==> src/rtl/axi4_lite_pkg.sv <==
// Shared types for the AXI4-Lite register slave: response codes and FSM states.
package axi4_lite_pkg;

   localparam int unsigned STRB_W = 4;

   typedef enum logic [1:0] {
      RESP_OKAY   = 2'b00,
      RESP_SLVERR = 2'b10
   } resp_e;

   typedef enum logic [1:0] {
      WR_IDLE,
      WR_WAIT_DATA,
      WR_WAIT_ADDR,
      WR_RESP
   } wr_state_e;

   typedef enum logic {
      RD_IDLE,
      RD_RESP
   } rd_state_e;

endpackage

==> src/rtl/axi4_lite_slv_regfile.sv <==
// Register storage: byte-strobed synchronous write port, asynchronous read port.
module axi4_lite_slv_regfile
   import axi4_lite_pkg::*;
#(
   parameter int unsigned NUM_REGS   = 16,
   parameter int unsigned DATA_WIDTH = 32
) (
   input  logic                        clk,
   input  logic                        rst,
   input  logic                        we,
   input  logic [$clog2(NUM_REGS)-1:0] widx,
   input  logic [DATA_WIDTH-1:0]       wdata,
   input  logic [STRB_W-1:0]           wstrb,
   input  logic [$clog2(NUM_REGS)-1:0] ridx,
   output logic [DATA_WIDTH-1:0]       rd_data_c
);

   logic [DATA_WIDTH-1:0] mem_q [NUM_REGS];
   logic [DATA_WIDTH-1:0] mem_d [NUM_REGS];

   always_comb begin
      mem_d = mem_q;
      if (we) begin
         for (int i = 0; i < int'(STRB_W); i++) begin
            if (wstrb[i]) mem_d[widx][8*i +: 8] = wdata[8*i +: 8];
         end
      end
   end

   always_ff @(posedge clk or posedge rst) begin
      if (rst) mem_q <= '{default: '0};
      else     mem_q <= mem_d;
   end

   assign rd_data_c = mem_q[ridx];

endmodule

==> src/rtl/axi4_lite_slave_regs.sv <==
// AXI4-Lite slave exposing NUM_REGS 32-bit registers with independent read/write FSMs.
// Define AXI4_LITE_SLV_ERR_EN to answer out-of-range accesses with SLVERR instead of OKAY.
module axi4_lite_slave_regs
   import axi4_lite_pkg::*;
#(
   parameter int unsigned ADDR_WIDTH = 32,
   parameter int unsigned DATA_WIDTH = 32,
   parameter int unsigned NUM_REGS   = 16
) (
   input  logic                  clk,
   input  logic                  rst,
   input  logic [ADDR_WIDTH-1:0] awaddr,
   input  logic                  awvalid,
   output logic                  awready,
   input  logic [DATA_WIDTH-1:0] wdata,
   input  logic [STRB_W-1:0]     wstrb,
   input  logic                  wvalid,
   output logic                  wready,
   output logic [1:0]            bresp,
   output logic                  bvalid,
   input  logic                  bready,
   input  logic [ADDR_WIDTH-1:0] araddr,
   input  logic                  arvalid,
   output logic                  arready,
   output logic [DATA_WIDTH-1:0] rdata,
   output logic [1:0]            rresp,
   output logic                  rvalid,
   input  logic                  rready
);

   localparam int unsigned IDX_W = $clog2(NUM_REGS);
   localparam logic [ADDR_WIDTH-1:0] RANGE_END = ADDR_WIDTH'(NUM_REGS * 4);
`ifdef AXI4_LITE_SLV_ERR_EN
   localparam resp_e ERR_RESP = RESP_SLVERR;
`else
   localparam resp_e ERR_RESP = RESP_OKAY;
`endif

   wr_state_e             wr_state_q, wr_state_d;
   rd_state_e             rd_state_q, rd_state_d;
   logic [ADDR_WIDTH-1:0] awaddr_q, awaddr_d;
   logic [DATA_WIDTH-1:0] wdata_q, wdata_d;
   logic [STRB_W-1:0]     wstrb_q, wstrb_d;
   resp_e                 bresp_q, bresp_d;
   resp_e                 rresp_q, rresp_d;
   logic [DATA_WIDTH-1:0] rdata_q, rdata_d;
   logic                  awready_q, awready_d;
   logic                  wready_q, wready_d;
   logic                  bvalid_q, bvalid_d;
   logic                  arready_q, arready_d;
   logic                  rvalid_q, rvalid_d;

   logic                  aw_hs, w_hs, ar_hs;
   logic                  commit;
   logic [ADDR_WIDTH-1:0] c_addr;
   logic [DATA_WIDTH-1:0] c_data;
   logic [STRB_W-1:0]     c_strb;
   logic                  c_in_range, ar_in_range;
   logic [DATA_WIDTH-1:0] reg_rdata;

   assign aw_hs = awvalid && awready_q;
   assign w_hs  = wvalid && wready_q;
   assign ar_hs = arvalid && arready_q;

   assign c_in_range  = (c_addr < RANGE_END);
   assign ar_in_range = (araddr < RANGE_END);

   axi4_lite_slv_regfile #(
      .NUM_REGS   (NUM_REGS),
      .DATA_WIDTH (DATA_WIDTH)
   ) u_regfile (
      .clk       (clk),
      .rst       (rst),
      .we        (commit && c_in_range),
      .widx      (c_addr[IDX_W+1:2]),
      .wdata     (c_data),
      .wstrb     (c_strb),
      .ridx      (araddr[IDX_W+1:2]),
      .rd_data_c (reg_rdata)
   );

   // Write FSM: commit happens on whichever edge completes the second of AW/W.
   always_comb begin
      wr_state_d = wr_state_q;
      awaddr_d   = awaddr_q;
      wdata_d    = wdata_q;
      wstrb_d    = wstrb_q;
      bresp_d    = bresp_q;
      commit     = 1'b0;
      c_addr     = awaddr;
      c_data     = wdata;
      c_strb     = wstrb;
      case (wr_state_q)
         WR_IDLE: begin
            if (aw_hs && w_hs) begin
               commit     = 1'b1;
               wr_state_d = WR_RESP;
            end else if (aw_hs) begin
               awaddr_d   = awaddr;
               wr_state_d = WR_WAIT_DATA;
            end else if (w_hs) begin
               wdata_d    = wdata;
               wstrb_d    = wstrb;
               wr_state_d = WR_WAIT_ADDR;
            end
         end
         WR_WAIT_DATA: begin
            c_addr = awaddr_q;
            if (w_hs) begin
               commit     = 1'b1;
               wr_state_d = WR_RESP;
            end
         end
         WR_WAIT_ADDR: begin
            c_data = wdata_q;
            c_strb = wstrb_q;
            if (aw_hs) begin
               commit     = 1'b1;
               wr_state_d = WR_RESP;
            end
         end
         WR_RESP: begin
            if (bready) wr_state_d = WR_IDLE;
         end
         default: wr_state_d = WR_IDLE;
      endcase
      if (commit) bresp_d = c_in_range ? RESP_OKAY : ERR_RESP;
      awready_d = (wr_state_d == WR_IDLE) || (wr_state_d == WR_WAIT_ADDR);
      wready_d  = (wr_state_d == WR_IDLE) || (wr_state_d == WR_WAIT_DATA);
      bvalid_d  = (wr_state_d == WR_RESP);
   end

   // Read FSM: data captured on the AR edge so a same-edge write is not visible.
   always_comb begin
      rd_state_d = rd_state_q;
      rdata_d    = rdata_q;
      rresp_d    = rresp_q;
      case (rd_state_q)
         RD_IDLE: begin
            if (ar_hs) begin
               rdata_d    = ar_in_range ? reg_rdata : '0;
               rresp_d    = ar_in_range ? RESP_OKAY : ERR_RESP;
               rd_state_d = RD_RESP;
            end
         end
         RD_RESP: begin
            if (rready) rd_state_d = RD_IDLE;
         end
         default: rd_state_d = RD_IDLE;
      endcase
      arready_d = (rd_state_d == RD_IDLE);
      rvalid_d  = (rd_state_d == RD_RESP);
   end

   always_ff @(posedge clk or posedge rst) begin
      if (rst) begin
         wr_state_q <= WR_IDLE;
         rd_state_q <= RD_IDLE;
         awaddr_q   <= '0;
         wdata_q    <= '0;
         wstrb_q    <= '0;
         bresp_q    <= RESP_OKAY;
         rresp_q    <= RESP_OKAY;
         rdata_q    <= '0;
         awready_q  <= 1'b0;
         wready_q   <= 1'b0;
         bvalid_q   <= 1'b0;
         arready_q  <= 1'b0;
         rvalid_q   <= 1'b0;
      end else begin
         wr_state_q <= wr_state_d;
         rd_state_q <= rd_state_d;
         awaddr_q   <= awaddr_d;
         wdata_q    <= wdata_d;
         wstrb_q    <= wstrb_d;
         bresp_q    <= bresp_d;
         rresp_q    <= rresp_d;
         rdata_q    <= rdata_d;
         awready_q  <= awready_d;
         wready_q   <= wready_d;
         bvalid_q   <= bvalid_d;
         arready_q  <= arready_d;
         rvalid_q   <= rvalid_d;
      end
   end

   assign awready = awready_q;
   assign wready  = wready_q;
   assign bresp   = bresp_q;
   assign bvalid  = bvalid_q;
   assign arready = arready_q;
   assign rdata   = rdata_q;
   assign rresp   = rresp_q;
   assign rvalid  = rvalid_q;

endmodule

==> config.mk <==
export PLATFORM = sky130hd
export DESIGN_NAME = axi4_lite_slave_regs
export DESIGN_NICKNAME = d
export VERILOG_FILES = /design/src/rtl/axi4_lite_pkg.sv /design/src/rtl/axi4_lite_slv_regfile.sv /design/src/rtl/axi4_lite_slave_regs.sv
export SDC_FILE = /design/constraint.sdc
export NUM_CORES = 1
export LEC_CHECK = 0
export CAP_MARGIN = 20
export CORE_ASPECT_RATIO = 1.2
export CORE_MARGIN = 2
export CORE_UTILIZATION = 60
export DETAILED_ROUTE_END_ITERATION = 8
export GPL_TIMING_DRIVEN = 0
export HOLD_SLACK_MARGIN = 0.15
export PLACE_DENSITY = 0.8
export SLEW_MARGIN = 20
export SYNTH_ARGS = -nofsm -noshare
export SYNTH_HDL_FRONTEND = slang
export SYNTH_HIERARCHICAL = 1
export SYNTH_SLANG_ARGS = --single-unit
export TNS_END_PERCENT = 1
==> constraint.sdc <==
create_clock -name clk -period 19.93 [get_ports clk]
set_input_delay 3.986 -clock clk [delete_from_list [all_inputs] [get_ports clk]]
set_output_delay 3.986 -clock clk [all_outputs]
set_load 0.005 [all_outputs]
==> results of run 1 <==
kinds of logic (layout without fill, tap and decap cells):
kind of cell	count (synthesis)	in the layout	synth area share, %
buf+inv	122	369	1.977
compound gates	104	104	2.578
simple gates	223	223	4.180
flops	617	617	55.70
other cells	1	4	0.01353
mux	747	747	35.55
sequential cells by signal, summed over array words and instances (netlist names), 2 cells and up:
signal	count
u_regfile/mem_q	512
rdata	32
wdata_q	32
awaddr_q	30
wstrb_q	4
wr_state_q	2
synth_stat cells, types with 3 or more instances:
master,number
o21ai_1,24
mux4_2,128
buf_1,4
nor4_1,17
o21ai_2,6
nand4_1,8
o21ai_0,3
dfrtp_1,617
buf_4,13
nor2_2,48
nand4b_1,8
nor2_1,5
nand2_1,111
inv_1,6
a22oi_1,64
buf_2,27
nand3_1,4
a21oi_1,3
clkbuf_1,71
mux2_2,619
nor2b_1,6
nor4bb_1,3
report_power, final:
part	leakage [nW]	switching [mW]	internal (mW)
Sequential	8.49	0.0379	1.33
Clock	0.945	0.473	0.625
Combinational	5.49	0.313	0.181
per-layer routing:
layer / global-route usage (%) / up-vias
li1: - / 7139
met1: 37.88 / 8905
met2: 49.33 / 410
met3: 4.748 / 144
met4: 11.87 / 0
met5: 0 / -
final cells by class:
type,instances,share of cell area [%]
Buffer,116,1.647
Clock buffer,89,5.583
Clock inverter,16,0.3489
Inverter,6,0.1098
Multi-Input combinational cell,1078,36.79
Sequential cell,617,48.38
Tap cell,616,2.415
Timing Repair Buffer,142,4.728
critical path, delay by kind of cell:
| family | cells | cell delay (ns) |
|---|---|---|
| AO/OA/AOI/OAI | 1 | 0.87 |
| buffers and inverters | 2 | 0.77 |
| AND/OR/NAND/NOR | 4 | 1.69 |
| multiplexers | 2 | 0.72 |
worst paths after layout:
| path | startpoint | to | slack, ns |
|---|---|---|---|
| max in group asynchronous | rst | u_regfile/mem_q[172] | 13.95 |
| hold / removal | rdata[26] | rdata[26] | 0.48 |
| setup reg to reg | wr_state_q[0] | u_regfile/mem_q[143] | 15.88 |
| setup / recovery | awaddr[21] | u_regfile/mem_q[143] | 12.39 |
| min in group asynchronous | rst | wdata_q[27] | 3.95 |
| hold reg to reg | rdata[26] | rdata[26] | 0.48 |
==> reports/results.ini, run 1 <==
[floorplanning]
start_util_pct = 60.61
fp.dieH_um = 239.4
die-width_um = 200.2
ios = 148
rows = 86
dieArea_um2 = 47940
coreArea_um2 = 45730

[setup_path]
crit_fanout = 10
ff2ff_path_depth = 8
worstSetupPathType = in -> reg
critPathCaptureType = flop
crit_required_ns = 20.43
crit_chain = clkdlybuf4s50_1 -> nor4_1 -> nand4_1 -> mux2_2 -> a211oi_1 -> buf_4 -> nand4b_1 -> nor2_2 -> mux2_2
cp_common_cell = mux2_2
cp_data_arrival_time_ns = 8.04
cpPeakStageDelay_ns = 0.87
cp-start-kind = primary input
cp_slowest_cell = a211oi_1

[drt]
detail_route.vias_per_cell = 6.193
first_iter_violations = 989
route.met2.wl_um = 33960
met1_length_um = 27900
drc = 0
vias = 16598
drt_wl_total_um = 67750
highest_layer = met4
ant_nets = 0
route.met3.wl_um = 3229
wl_per_cell_um = 25.28
dr.pass1.iters = 5

[sta]
worst_pin_slew_ns = 1.114
fin_hold_ws_ns = 0.4847
fmax_mhz = 132.7
finalSetupViolCount = 0
post-route-min-period_ns = 7.538
drv_slew = 0
clock_skew_ns = 0.01120
max-slew-margin-rel_pct = 25.26
tns_ns = 0
fin_crit_sh_pct = 37.82
final.setup.worst_slack_ns = 12.39
rsz0062_at_grt = false
final_hold_viol_count = 0

[layout]
post-route-util_pct = 69.79
num_antenna_cells = 0
stdcell_area_um2 = 31910
nFillCells = 3125
synthToLayoutAreaGrowth_pct = 15.14
mostFrequentLayoutCells = 619 x mux2_2, 617 x dfrtp_1, 137 x clkdlybuf4s50_1, 128 x mux4_2, 111 x nand2_1
multi_input_area_um2 = 11740
nets = 2126
final_cells = 2680
layout_commonest_cell = mux2_2
regArea_um2 = 15440
drive_gt1_share_pct = 45.98

[cts]
cts_sinks = 617
root_buffer = clkbuf_16
cts-resized-gates = 0
htree_levels = 2
cts_hold_buf = 0
cts_tree = done
ctsLongestPathBuffers = 3
worst_skew_pair.late_latency_ns = 0.62
path_clk_slew_ns = 0.06
cts_made_buffers = 58
cts_setup_buffers = 0

[placed_design]
place_area_um2 = 30020
place_hpwl_um = 45910
gp_congestion = 0.7952
place_inst = 2575
portBuffers = 137
place_ws_ns = 11.88

[yosys]
ys_seq_elements = 617
synth_cell_types = 38
synth_top_area_cell = dfrtp_1
ys_top_cells_by_area = dfrtp_1 56%, mux2_2 25%, mux4_2 10%, a22oi_1 1.7%, nand2_1 1.5%
synth_area_per_cell_um2 = 15.28
synthCells = 1814
synth_ff_type = dfrtp_1
netlist.area_leader.share_pct = 55.70
synth_edf_count = 0
yosysSeqAreaShare_pct = 55.70
netlist_area_um2 = 27720
yosys_warnings = 6
synthArstFlopShare_pct = 100.0

[grt]
grt_use_total_pct = 29.11
antenna_found_initial = 0
grt_pass1_vias = 18181
grt_max_degree = 115
grt-ovfl-total = 0
grt_pass1_wl_um = 106000

[power_and_ir_drop]
peakVddDrop_mv = 0.07438
powerDensity_nw_per_um2 = 92.61
leakage_nw = 14.93
p_total_mw = 2.956

[worst_hold_path]
min_path_type = reg -> reg
hold-path-cell-count = 2

[outcome]
status = completed

[run]
cap_viol_max_count = 0

No activity file was read; power rests on OpenSTA's default activity.
==> inputs of run 2 (changes only) <==
- clock period: 19.93 -> 7.1 ns (I/O delays scaled with it)
==> run 2 against run 1 <==
  * Clock skew is 0.0080 ns higher
  * Sequential power grew to 2.8 times the previous value
  * Design area is 1.0% higher
  * Total power grew to 2.8 times the previous value
  * Utilization is 0.70 points higher
  * Critical path depth is 1 higher
  * Routed wire length is 1.2% lower
  * Worst hold slack better by 0.00060 ns
  * Register-to-register slack worse by 13 ns
==> reports/results.ini, run 2 (synthesized netlist as in run 1, its figures left out) <==
[sta]
tns_ns = 0
fmax_mhz = 222.9
worst_pin_slew_ns = 1.049
fin_crit_sh_pct = 63.19
max-slew-margin-rel_pct = 30.06
post-route-min-period_ns = 4.487
drv_slew = 0
clock_skew_ns = 0.01917
rsz0062_at_grt = false
final_hold_viol_count = 0
finalSetupViolCount = 0

[grt]
top_usage_layer = met2
grt_use_total_pct = 28.95
met1_usage_pct = 37.47
antenna_found_initial = 1
grt-ovfl-total = 0
grt_pass1_vias = 18309
use_met2_pct = 49.66
grt_max_degree = 61
grt_use_met3_pct = 4.476
grt_pass1_wl_um = 106200

[power_and_ir_drop]
p_sw_mw = 2.300
peakVddDrop_mv = 0.1931
swShare_pct = 27.37
intPower_mw = 6.105
p_comb_share_pct = 16.5
p_total_mw = 8.406
powerDensity_nw_per_um2 = 260.8
clock_power_share_pct = 37.9
p_seq_share_pct = 45.5
leakage_nw = 15.08

[cts]
worst_skew_pair.late_latency_ns = 0.62
cts_made_buffers = 59
cts_setup_buffers = 0
htree_levels = 2
root_buffer = clkbuf_16
cts_tree = done
cts_sinks = 617
cts-resized-gates = 0
ctsLongestPathBuffers = 3
cts_hold_buf = 0
path_clk_slew_ns = 0.06

[run]
cap_viol_max_count = 0

[floorplanning]
start_util_pct = 60.61
ios = 148
coreArea_um2 = 45730
dieArea_um2 = 47940
rows = 86
die-width_um = 200.2
fp.dieH_um = 239.4

[setup_path]
r2r_start = wr_state_q[0]
ff2ff_path_depth = 9
cpPeakStageDelay_ns = 0.71
critical_path_buf_inv_count = 3
endpoint = u_regfile/mem_q[174]
cp_common_cell = mux2_2
cp.depth = 10
r2r_slack_ns = 3.38
worstSetupPathType = in -> reg
cp-start-kind = primary input
critPathTopFamily = simple AND/OR/NAND/NOR gates
cp_slowest_cell = nor2_2
crit_required_ns = 7.60
cp_data_arrival_time_ns = 4.99
critPathCaptureType = flop
worstSetupStartpoint = awaddr[21]
crit_fanout = 10
regToRegEndpoint = u_regfile/mem_q[174]
crit_chain = clkdlybuf4s50_1 -> nor4_1 -> nand4_1 -> mux2_2 -> a211oi_1 -> buf_2 -> buf_4 -> nand4b_1 -> nor2_2 -> mux2_2

[layout]
nets = 2140
multi_input_area_um2 = 11740
largest_reg_flops = 512
regMostFlops = u_regfile/mem_q
stdcell_area_um2 = 32230
layout_commonest_cell = mux2_2
nFillCells = 3023
num_antenna_cells = 0
drive_gt1_share_pct = 46.23
regArea_um2 = 15440
synthToLayoutAreaGrowth_pct = 16.30
mostFrequentLayoutCells = 619 x mux2_2, 617 x dfrtp_1, 137 x clkdlybuf4s50_1, 128 x mux4_2, 111 x nand2_1

[worst_hold_path]
min_path_type = reg -> reg

[drt]
first_iter_violations = 1107
drt_wl_total_um = 66930
dr.pass1.iters = 6
ant_nets = 0
wl_per_cell_um = 24.82
detail_route.vias_per_cell = 6.178
vias = 16662
drc = 0

[placed_design]
gp_congestion = 0.7829
portBuffers = 137
place_hpwl_um = 47070
place_area_um2 = 30240

[outcome]
status = completed

-- run 2: cell types whose count changed in the layout (fill, tap and decap cells not counted), sizes merged --
cell,change
buf,+13
bufinv,+1
clkbuf,+10
clkinv,-6
inv,-1
-- run 2: layer usage --
layer | vias up | wire, um
li1 | 7165 | -
met1 | 8932 | 26840
met2 | 433 | 34370
met3 | 130 | 3297
met4 | 2 | 2409
met5 | - | 13
-- run 2: how the worst min path moves through the flow --
| stage | from | end | slack (ns) | cells past startpoint |
|---|---|---|---|---|
| after floorplan | rdata[30] | rdata[30] | 0.47 | 2 |
| after global placement | rdata[29] | rdata[29] | 0.47 | 2 |
| after detailed placement | rdata[1] | rdata[1] | 0.47 | 2 |
| after CTS | rdata[1] | rdata[1] | 0.48 | 2 |
| after global routing | rdata[1] | rdata[1] | 0.50 | 2 |
| final | rdata[1] | rdata[1] | 0.49 | 2 |
-- run 2: area by class of cell --
cell class / instances / area share [%]
clock buffer: 99 / 5.830
tap: 616 / 2.391
inverter: 6 / 0.09704
sequential: 617 / 47.90
clock inverter: 10 / 0.3338
buffer: 116 / 1.630
multi-input combinational: 1078 / 36.42
timing repair buffer: 155 / 5.395
-- run 2: power groups by stage --
stage,Clock (mW),Sequential [mW],Combinational (mW)
final,3.19,3.83,1.39
after global routing,3.38,3.85,1.50
after CTS,3.23,3.82,1.39
after detailed placement,0,3.89,1.38
after global placement,0,3.88,1.30
after floorplan,0,3.86,0.896
-- run 2: through the flow --
stage | instances | util, % | hold slack (ns) | setup WS [ns]
detailed placement | 2587 | 66.13 | 0.4685 | 1.628
finish | 2697 | 70.49 | 0.4853 | 2.613
floorplan | 1817 | - | 0.4733 | -1.272
global placement | 2570 | 65.33 | 0.4656 | -3.873
CTS | 2696 | 70.48 | 0.4844 | 2.237
global route | 2697 | 70.49 | 0.5025 | 2.523
-- run 2: worst min-delay path: cells and delay by family (launching register included) --
family / cells / cell delay (ns)
DFF: 1 / 0.34
and+or+nand+nor: 1 / 0.06
AOI/OAI and AO/OA: 1 / 0.05
